--- config.mk ---
export PLATFORM = sky130hd
export DESIGN_NAME = pixel_position_tracker
export DESIGN_NICKNAME = d
export VERILOG_FILES = /design/src/rtl/pixel_stream_pkg.sv /design/src/rtl/axis_skid_buffer.sv /design/src/rtl/pixel_position_tracker.sv
export SDC_FILE = /design/constraint.sdc
export NUM_CORES = 1
export LEC_CHECK = 0
export CORE_MARGIN = 2
export CORE_UTILIZATION = 53
export CTS_CLUSTER_SIZE = 25
export DETAILED_ROUTE_END_ITERATION = 10
export PLACE_DENSITY = 0.8
export SYNTH_ARGS = -nofsm -noshare
export SYNTH_HDL_FRONTEND = slang
export SYNTH_SLANG_ARGS = --single-unit
--- constraint.sdc ---
create_clock -name clk -period 3.4 [get_ports clk]
set_clock_uncertainty 0.05 [all_clocks]
set_input_delay 0.68 -clock clk [delete_from_list [all_inputs] [get_ports clk]]
set_output_delay 0.68 -clock clk [all_outputs]
set_load 0.005 [all_outputs]
--- src/rtl/pixel_stream_pkg.sv ---
// Shared constants and types for the camera pixel stream stages.
package pixel_stream_pkg;
  localparam int SOF_BIT = 0;
  localparam int EOL_BIT = 1;

  localparam int ERR_LINE_SHORT = 0;
  localparam int ERR_LINE_LONG  = 1;
  localparam int ERR_EARLY_SOF  = 2;
  localparam int ERR_W          = 3;

  typedef enum logic {WAIT_SOF, IN_FRAME} tracker_state_t;
endpackage

--- src/rtl/axis_skid_buffer.sv ---
// Two-entry AXI-Stream buffer with registered ready; fully decouples ready paths.
module axis_skid_buffer #(
  parameter int WIDTH = 8
) (
  input  logic             clk,
  input  logic             reset,
  input  logic             s_valid,
  output logic             s_ready,
  input  logic [WIDTH-1:0] s_data,
  output logic             m_valid,
  input  logic             m_ready,
  output logic [WIDTH-1:0] m_data
);
  logic [WIDTH-1:0] mem [2];
  logic             wr_ptr, rd_ptr;
  logic [1:0]       count, count_next;
  logic             push, pop;

  assign push    = s_valid && s_ready;
  assign pop     = m_valid && m_ready;
  assign m_valid = count != 2'd0;
  assign m_data  = mem[rd_ptr];

  always_comb begin
    count_next = count;
    if (push && !pop)      count_next = count + 2'd1;
    else if (pop && !push) count_next = count - 2'd1;
  end

  // Ready looks at next occupancy so a full buffer can never be overrun.
  always_ff @(posedge clk) begin
    if (reset) begin
      count   <= 2'd0;
      wr_ptr  <= 1'b0;
      rd_ptr  <= 1'b0;
      s_ready <= 1'b0;
      mem     <= '{default: '0};
    end else begin
      count   <= count_next;
      s_ready <= count_next != 2'd2;
      if (push) begin
        mem[wr_ptr] <= s_data;
        wr_ptr      <= ~wr_ptr;
      end
      if (pop) rd_ptr <= ~rd_ptr;
    end
  end
endmodule

--- src/rtl/pixel_position_tracker.sv ---
// Tags each in-frame pixel with its column/row, checks line/frame framing and
// forwards the beat through a skid buffer with coordinates aligned to the data.
module pixel_position_tracker
  import pixel_stream_pkg::*;
#(
  parameter int PIXEL_BIT_WIDTH = 10,
  parameter int USER_WIDTH      = 2,
  parameter int IN_COLS         = 20,
  parameter int IN_ROWS         = 20,
  parameter int FRAME_CNT_WIDTH = 16,
  parameter int DROP_CNT_WIDTH  = 16
) (
  input  logic                         clk,
  input  logic                         reset,
  input  logic                         s_axis_tvalid,
  output logic                         s_axis_tready,
  input  logic [PIXEL_BIT_WIDTH-1:0]   s_axis_tdata,
  input  logic [USER_WIDTH-1:0]        s_axis_tuser,
  output logic                         m_axis_tvalid,
  input  logic                         m_axis_tready,
  output logic [PIXEL_BIT_WIDTH-1:0]   m_axis_tdata,
  output logic [USER_WIDTH-1:0]        m_axis_tuser,
  output logic [$clog2(IN_COLS)-1:0]   cnt_col,
  output logic [$clog2(IN_ROWS)-1:0]   cnt_row,
  output logic                         frame_done,
  output logic [FRAME_CNT_WIDTH-1:0]   frame_count,
  output logic [DROP_CNT_WIDTH-1:0]    drop_count,
  output logic [ERR_W-1:0]             err_pulse,
  output logic [ERR_W-1:0]             err_sticky
);
  localparam int COL_W = $clog2(IN_COLS);
  localparam int ROW_W = $clog2(IN_ROWS);
  localparam int PAY_W = PIXEL_BIT_WIDTH + USER_WIDTH + COL_W + ROW_W;
  localparam logic [COL_W-1:0] LAST_COL = COL_W'(IN_COLS - 1);
  localparam logic [ROW_W-1:0] LAST_ROW = ROW_W'(IN_ROWS - 1);

  tracker_state_t      state, state_next;
  logic [COL_W-1:0]    col, col_next, fwd_col;
  logic [ROW_W-1:0]    row, row_next, fwd_row;
  logic                accept, sof, eol, fwd, done_next;
  logic [ERR_W-1:0]    err_next;
  logic [DROP_CNT_WIDTH-1:0] drop_next;

  assign accept = s_axis_tvalid && s_axis_tready;
  assign sof    = s_axis_tuser[SOF_BIT];
  assign eol    = s_axis_tuser[EOL_BIT];
  assign fwd    = sof || (state == IN_FRAME);

  // SOF always restarts at (0,0); EOL is only checked, never used to resync.
  always_comb begin
    state_next = state;
    col_next   = col;
    row_next   = row;
    err_next   = '0;
    done_next  = 1'b0;
    drop_next  = drop_count;
    fwd_col    = sof ? '0 : col;
    fwd_row    = sof ? '0 : row;
    if (accept) begin
      if (!fwd) begin
        if (drop_count != '1) drop_next = drop_count + 1'b1;
      end else begin
        state_next               = IN_FRAME;
        err_next[ERR_EARLY_SOF]  = sof && (state == IN_FRAME) && (col != '0 || row != '0);
        err_next[ERR_LINE_SHORT] = eol && (fwd_col != LAST_COL);
        err_next[ERR_LINE_LONG]  = !eol && (fwd_col == LAST_COL);
        if (fwd_col == LAST_COL) begin
          col_next = '0;
          if (fwd_row == LAST_ROW) begin
            row_next   = '0;
            done_next  = 1'b1;
            state_next = WAIT_SOF;
          end else begin
            row_next = fwd_row + 1'b1;
          end
        end else begin
          col_next = fwd_col + 1'b1;
          row_next = fwd_row;
        end
      end
    end
  end

  always_ff @(posedge clk) begin
    if (reset) begin
      state       <= WAIT_SOF;
      col         <= '0;
      row         <= '0;
      frame_done  <= 1'b0;
      frame_count <= '0;
      drop_count  <= '0;
      err_pulse   <= '0;
      err_sticky  <= '0;
    end else begin
      state       <= state_next;
      col         <= col_next;
      row         <= row_next;
      frame_done  <= done_next;
      frame_count <= frame_count + FRAME_CNT_WIDTH'(done_next);
      drop_count  <= drop_next;
      err_pulse   <= err_next;
      err_sticky  <= err_sticky | err_next;
    end
  end

  axis_skid_buffer #(.WIDTH(PAY_W)) u_skid (
    .clk     (clk),
    .reset   (reset),
    .s_valid (s_axis_tvalid && fwd),
    .s_ready (s_axis_tready),
    .s_data  ({s_axis_tdata, s_axis_tuser, fwd_col, fwd_row}),
    .m_valid (m_axis_tvalid),
    .m_ready (m_axis_tready),
    .m_data  ({m_axis_tdata, m_axis_tuser, cnt_col, cnt_row})
  );
endmodule

== Yosys cells after proc, flatten, opt, wreduce, memory -nomap -nowiden ==
Cells that the tools add are included.
Cells by class
  add/sub/neg operators: 6
  equality and inequality tests: 5
  mux-type cells: 21
  $lt $le $gt $ge: 3
  divide/modulo/power cells: 0
  bitwise logic cells: 6
  $mul: 0
  shift-type cells: 0
  reduce and logical (&&, ||, !) cells: 21
Operators with widths (number)
  22-bit 2-to-1 mux: 4
  44-bit bitwise mux: 1
  5-bit 2-to-1 mux: 5
  22-bit demux with 1-bit select: 1
  16-bit by 1-bit adder with 16-bit output: 1
  16-bit by 1-bit adder with 16-bit output (second input constant): 1
  16-bit != test (second input constant): 1
  1-bit logical AND: 11
  5-bit by 1-bit adder with 5-bit output (second input constant): 2
  5-bit equality test (second input constant): 2
  5-bit nonzero test: 2
  1-bit 2-to-1 mux: 6
  3-bit 2-to-1 mux: 2
  5-bit != test (second input constant): 1
  2-bit >= comparator (second input constant): 2
  2-bit 2-to-1 mux: 2
  1-bit NOT with 2-bit output: 2
  1-bit zero test: 3
  1-bit NOT: 3
  3-bit bitwise OR: 1
  3-bit AND reduction: 1
  2-bit by 1-bit adder with 2-bit output (second input constant): 1
  1-bit logical OR: 2
  2-bit by 1-bit less-than comparator with 1-bit output (second input constant): 1
  other kinds (4): 4
Word-level totals
  output and inout bits: 63
  bits in registers: 99
  bits in latches: 0
  word-level logic and storage cells: 76
  memory bits (read-only): 0
  memory bits (writable): 0
  memories kept: 0

== Logic depth before layout (Yosys ltp) ==
  depth after elaboration: 8
  mapped depth: 11
  depth with buffers taken out: 9

== Cells and area by module ==
From an unflattened synthesis, not the netlist that was laid out.
Unflattened totals
  cell total of the unflattened synthesis: 541
  area total of the unflattened synthesis: 4546.9 um2
By module, submodules not included
  pixel_position_tracker: area each 2516.2 um2, times used 1, cells each 296, seq. area each 1001.0 um2
  axis_skid_buffer: area each 2030.7 um2, times used 1, cells each 245, seq. area each 980.9 um2

== Least setup slack after synthesis ==
No wires, ideal clock.
  path type: input to register
  from: in s_axis_tuser[0]
  to: reg frame_count[11]
  data required time: 3.280 ns
  stages on the path: 11
  data arrival time: 2.834 ns
  setup slack: 0.446 ns
  buffers on the path: 2
  cell sequence: buf_2 -> nor2b_1 -> ha_1 -> nor3b_4 -> nand4_1 -> nor2_1 -> ha_1 -> clkbuf_1 -> nand2_1 -> or3_1 -> a21oi_1
RTL lines
  start: declaration: RTL line pixel_position_tracker.sv:18  | input logic [USER_WIDTH-1:0] s_axis_tuser,
  5-bit 2-to-1 mux: RTL line pixel_position_tracker.sv:57  | fwd_col = sof ? '0 : col;
  named net fwd_col[0]: RTL line pixel_position_tracker.sv:38  | logic [COL_W-1:0] col, col_next, fwd_col;
  5-bit equality test: RTL line pixel_position_tracker.sv:67  | if (fwd_col == LAST_COL) begin
  1-bit 2-to-1 mux: RTL line pixel_position_tracker.sv:67
  1-bit 2-to-1 mux: RTL line pixel_position_tracker.sv:60  | if (!fwd) begin
  1-bit 2-to-1 mux: RTL line pixel_position_tracker.sv:59  | if (accept) begin
  named net done_next: RTL line pixel_position_tracker.sv:40  | logic accept, sof, eol, fwd, done_next;
  16-bit by 1-bit adder with 16-bit output: RTL line pixel_position_tracker.sv:99  | frame_count <= frame_count + FRAME_CNT_WIDTH'(done_next);
  end signal: assignment: RTL line pixel_position_tracker.sv:99
  end: declaration: RTL line pixel_position_tracker.sv:26  | output logic [FRAME_CNT_WIDTH-1:0] frame_count,
The timed path passes the listed nets, and every way through them passes these cells.
A chain may end at the register's enable or synchronous reset.

== Worst setup path in the final report ==
  from: in s_axis_tuser[0]
  to: reg frame_count[11]
Between the ends
  cells in the longest elaborated chain, start to end: 7
RTL lines
  5-bit 2-to-1 mux: RTL line pixel_position_tracker.sv:58  | fwd_row = sof ? '0 : row;
  named net fwd_row[1]: RTL line pixel_position_tracker.sv:39  | logic [ROW_W-1:0] row, row_next, fwd_row;
  5-bit equality test: RTL line pixel_position_tracker.sv:69  | if (fwd_row == LAST_ROW) begin
  1-bit 2-to-1 mux: RTL line pixel_position_tracker.sv:69
  1-bit 2-to-1 mux: RTL line pixel_position_tracker.sv:67
  1-bit 2-to-1 mux: RTL line pixel_position_tracker.sv:60
  1-bit 2-to-1 mux: RTL line pixel_position_tracker.sv:59
  named net done_next: RTL line pixel_position_tracker.sv:40
  16-bit by 1-bit adder with 16-bit output: RTL line pixel_position_tracker.sv:99
The timed path passes the listed nets, and every way through them passes these cells.

==> flow_summary.toml <==
[synth]
ys.warnings.count = 0
synthFlopType = "dfxtp_1"
ys_seq_area_share_pct = 42.44
synthCells = 547
syn-cell-area_um2 = 4669
synthMostInstantiatedCell = "nand2_1"
synth_edf_count = 0
ys_top_cells_by_count = "106 x nand2_1, 99 x dfxtp_1, 59 x a21oi_1, 41 x nor2_1"
synth_area_leader_cell = "dfxtp_1"
synthArstFlopShare_pct = 0
ys_types = 56
ys_ff_latch = 99
synth_top_area_share_pct = 42.44
avgSynthCellArea_um2 = 8.537
netlist_top_cells_area = "dfxtp_1 42%, nand2_1 8.5%, a21oi_1 6.3%"
syn_nets = 569

[clocking]
clk_pin_slew_ns = 0.09
clk_path_buf_depth = 2
worstSkewPairLatency_ns = 0.36
cts_setup_buffers = 0
cts_max_level = 3
cts_tree = "yes"
ctsResizeCount = 0
root_buffer = "clkbuf_8"
cts_num_sinks = 99
cts_hold_buffers = 0
cts_buffers = 9

[global_routing]
grt-ovfl-total = 0
grt_pass1_wl_mm = 18.25
grt.total_usage_pct = 22.76
grt_max_degree = 75
grt_antenna_before_repair = 0
grt_pass1_vias = 3915

[floorplanning]
core_um2 = 8636
rows = 34
fp.dieH_um = 97.87
start_util_pct = 54.07
die_w_um = 97.87
dieArea_um2 = 9578
io_pins = 79

[route]
via_per_inst = 5.619
firstDrtPassIters = 4
ant_nets = 0
num_vias = 4068
drc = 0
drt-total-wl_mm = 10.79
wl_per_cell_um = 14.90
drt-initial-drc-count = 214

[worst_setup_path]
cp_common_cell = "ha_1"
critical_path.top_delay_family = "simple AND/OR/NAND/NOR gates"
crit_path_start_kind = "primary input"
crit_chain = "clkdlybuf4s50_1 > buf_4 > nor2b_1 > ha_1 > nand4_1 > nor2_1 > ha_1 > nand2_1 > or3_1 > a21oi_1"
critPathMaxStageDelay_ns = 0.46
crit_buf_inv = 2
crit_slowest_cell = "clkdlybuf4s50_1"
cp.arrival_ns = 3.18
worstPathRequired_ns = 3.63
end_kind = "register"
crit_type = "in -> reg"
crit_fanout = 22

[pwr]
peakVddDrop_mv = 0.2524
power.density_nw_per_um2 = 409.4
power_uw = 2324
p_leak_uw = 0.002070

[timing]
final-hold-violation-count = 0
tightest_slew_ns = 0.8161
finalSetupViolations = 0
rsz0062_at_grt = "no"
max_slew_margin_pct = 45.19
min_period_ns = 2.950
fmax_ghz = 0.3389
finalMaxSlewViolations = 0
post-route-period-util_pct = 86.78
holdWs_ns = 0.4042
setup-tns-final_ns = 0

[outcome]
status = "completed"

[final_layout]
multi_input_area_um2 = 2464
diodes = 0
fillers = 732
layout-area-overhead-vs-synth_pct = 21.54
nets = 633
drive_gt1_share_pct = 11.53
final_cell_count_no_fill = 724
seq_area_um2 = 1982

[placed_design]
dp.final_hpwl_mm = 7.317
portBuffers = 78
placed_cells = 708
place.gp.congestion = 0.8201

[worst_hold_path]
hold_path.class = "reg -> reg"

[flow_run]
max_cap_viol_count = 0
## routing by layer
metal	global-route usage (%)	up-vias	share of wire [%]
met1	31.35	1940	45
met2	36.09	105	48
met3	4.510	12	5.2
li1	-	2011	-
met4	7.265	0	1.5
met5	0	-	0
## worst register-to-register path, delay by kind of cell (launching register included)
kind	cells	cell delay (ns)
simple gates	6	1.29
fa+ha+maj	2	0.56
flops	1	0.38
compound gates	1	0.16
## kinds of logic (layout without fill, tap and decap cells)
group                      Yosys count  count (layout)  synth area share, %
and+or+nand+nor                    241             241                26.15
AOI/OAI and AO/OA                  101             101                12.75
DFF                                 99              99                42.44
buffers and inverters               47             116                4.796
muxes                               36              36                9.057
xor gates and xnor gates            17              17                3.189
adders and majority gates            6               6                1.608
## report_power, final
part           internal, uW  switching, uW  leakage, uW
Clock                   293            419    0.0000933
Sequential             1200           33.4     0.000799
Combinational           174            208      0.00118
Total                  1660            661      0.00207
## worst paths after layout
| check | start | end | slack [ns] | cells past startpoint |
|---|---|---|---|---|
| setup / recovery | s_axis_tuser[0] | frame_count[11] | 0.45 | 10 |
| hold / removal | err_sticky[1] | err_sticky[1] | 0.40 | 2 |
| setup reg to reg | col[1] | frame_count[11] | 0.89 | 9 |
| hold reg to reg | err_sticky[1] | err_sticky[1] | 0.40 | 2 |
## registers in the layout (all words and copies together) (netlist names)
name / cells
u_skid.mem: 44
u_skid.wr_ptr: 1
u_skid.rd_ptr: 1
row: 5
frame_done: 1
frame_count: 16
col: 5
u_skid.s_ready: 1
u_skid.count: 2
state: 1
err_pulse: 3
err_sticky: 3
drop_count: 16
## per-stage QoR
step	area (um^2)	setup slack (ns)	utilization [%]
after floorplan	4669	0.4460	-
after global placement	5490	0.2099	63.58
after detailed placement	5490	0.08393	63.58
after CTS	5675	0.4599	65.72
after global routing	5675	0.2719	65.72
final	5675	0.4496	65.72
## final cells by class
class                           instances  area share (%)
Clock inverter                          6          0.8377
Sequential cell                        99           34.92
Tap cell                              108           2.381
Inverter                                9          0.5952
Clock buffer                           10           2.425
Multi-Input combinational cell        401           43.41
Timing Repair Buffer                   91           15.43
## cell usage in the layout (no fill, tap or decap), drive strengths merged, types with 4 or more instances in the layout
cell type,instances
inv,11
mux2,32
xnor2,5
nor2,41
dfxtp,99
clkbuf,10
and3,6
and4,7
nor2b,22
or3,7
nand3,16
nand4,12
ha,6
mux2i,4
clkdlybuf4s50,77
xor2,12
buf,14
o21ai,12
nand2,107
a31oi,5
a21oi,65
nor4,5
Note: power is estimated with default switching activity, not from simulation.
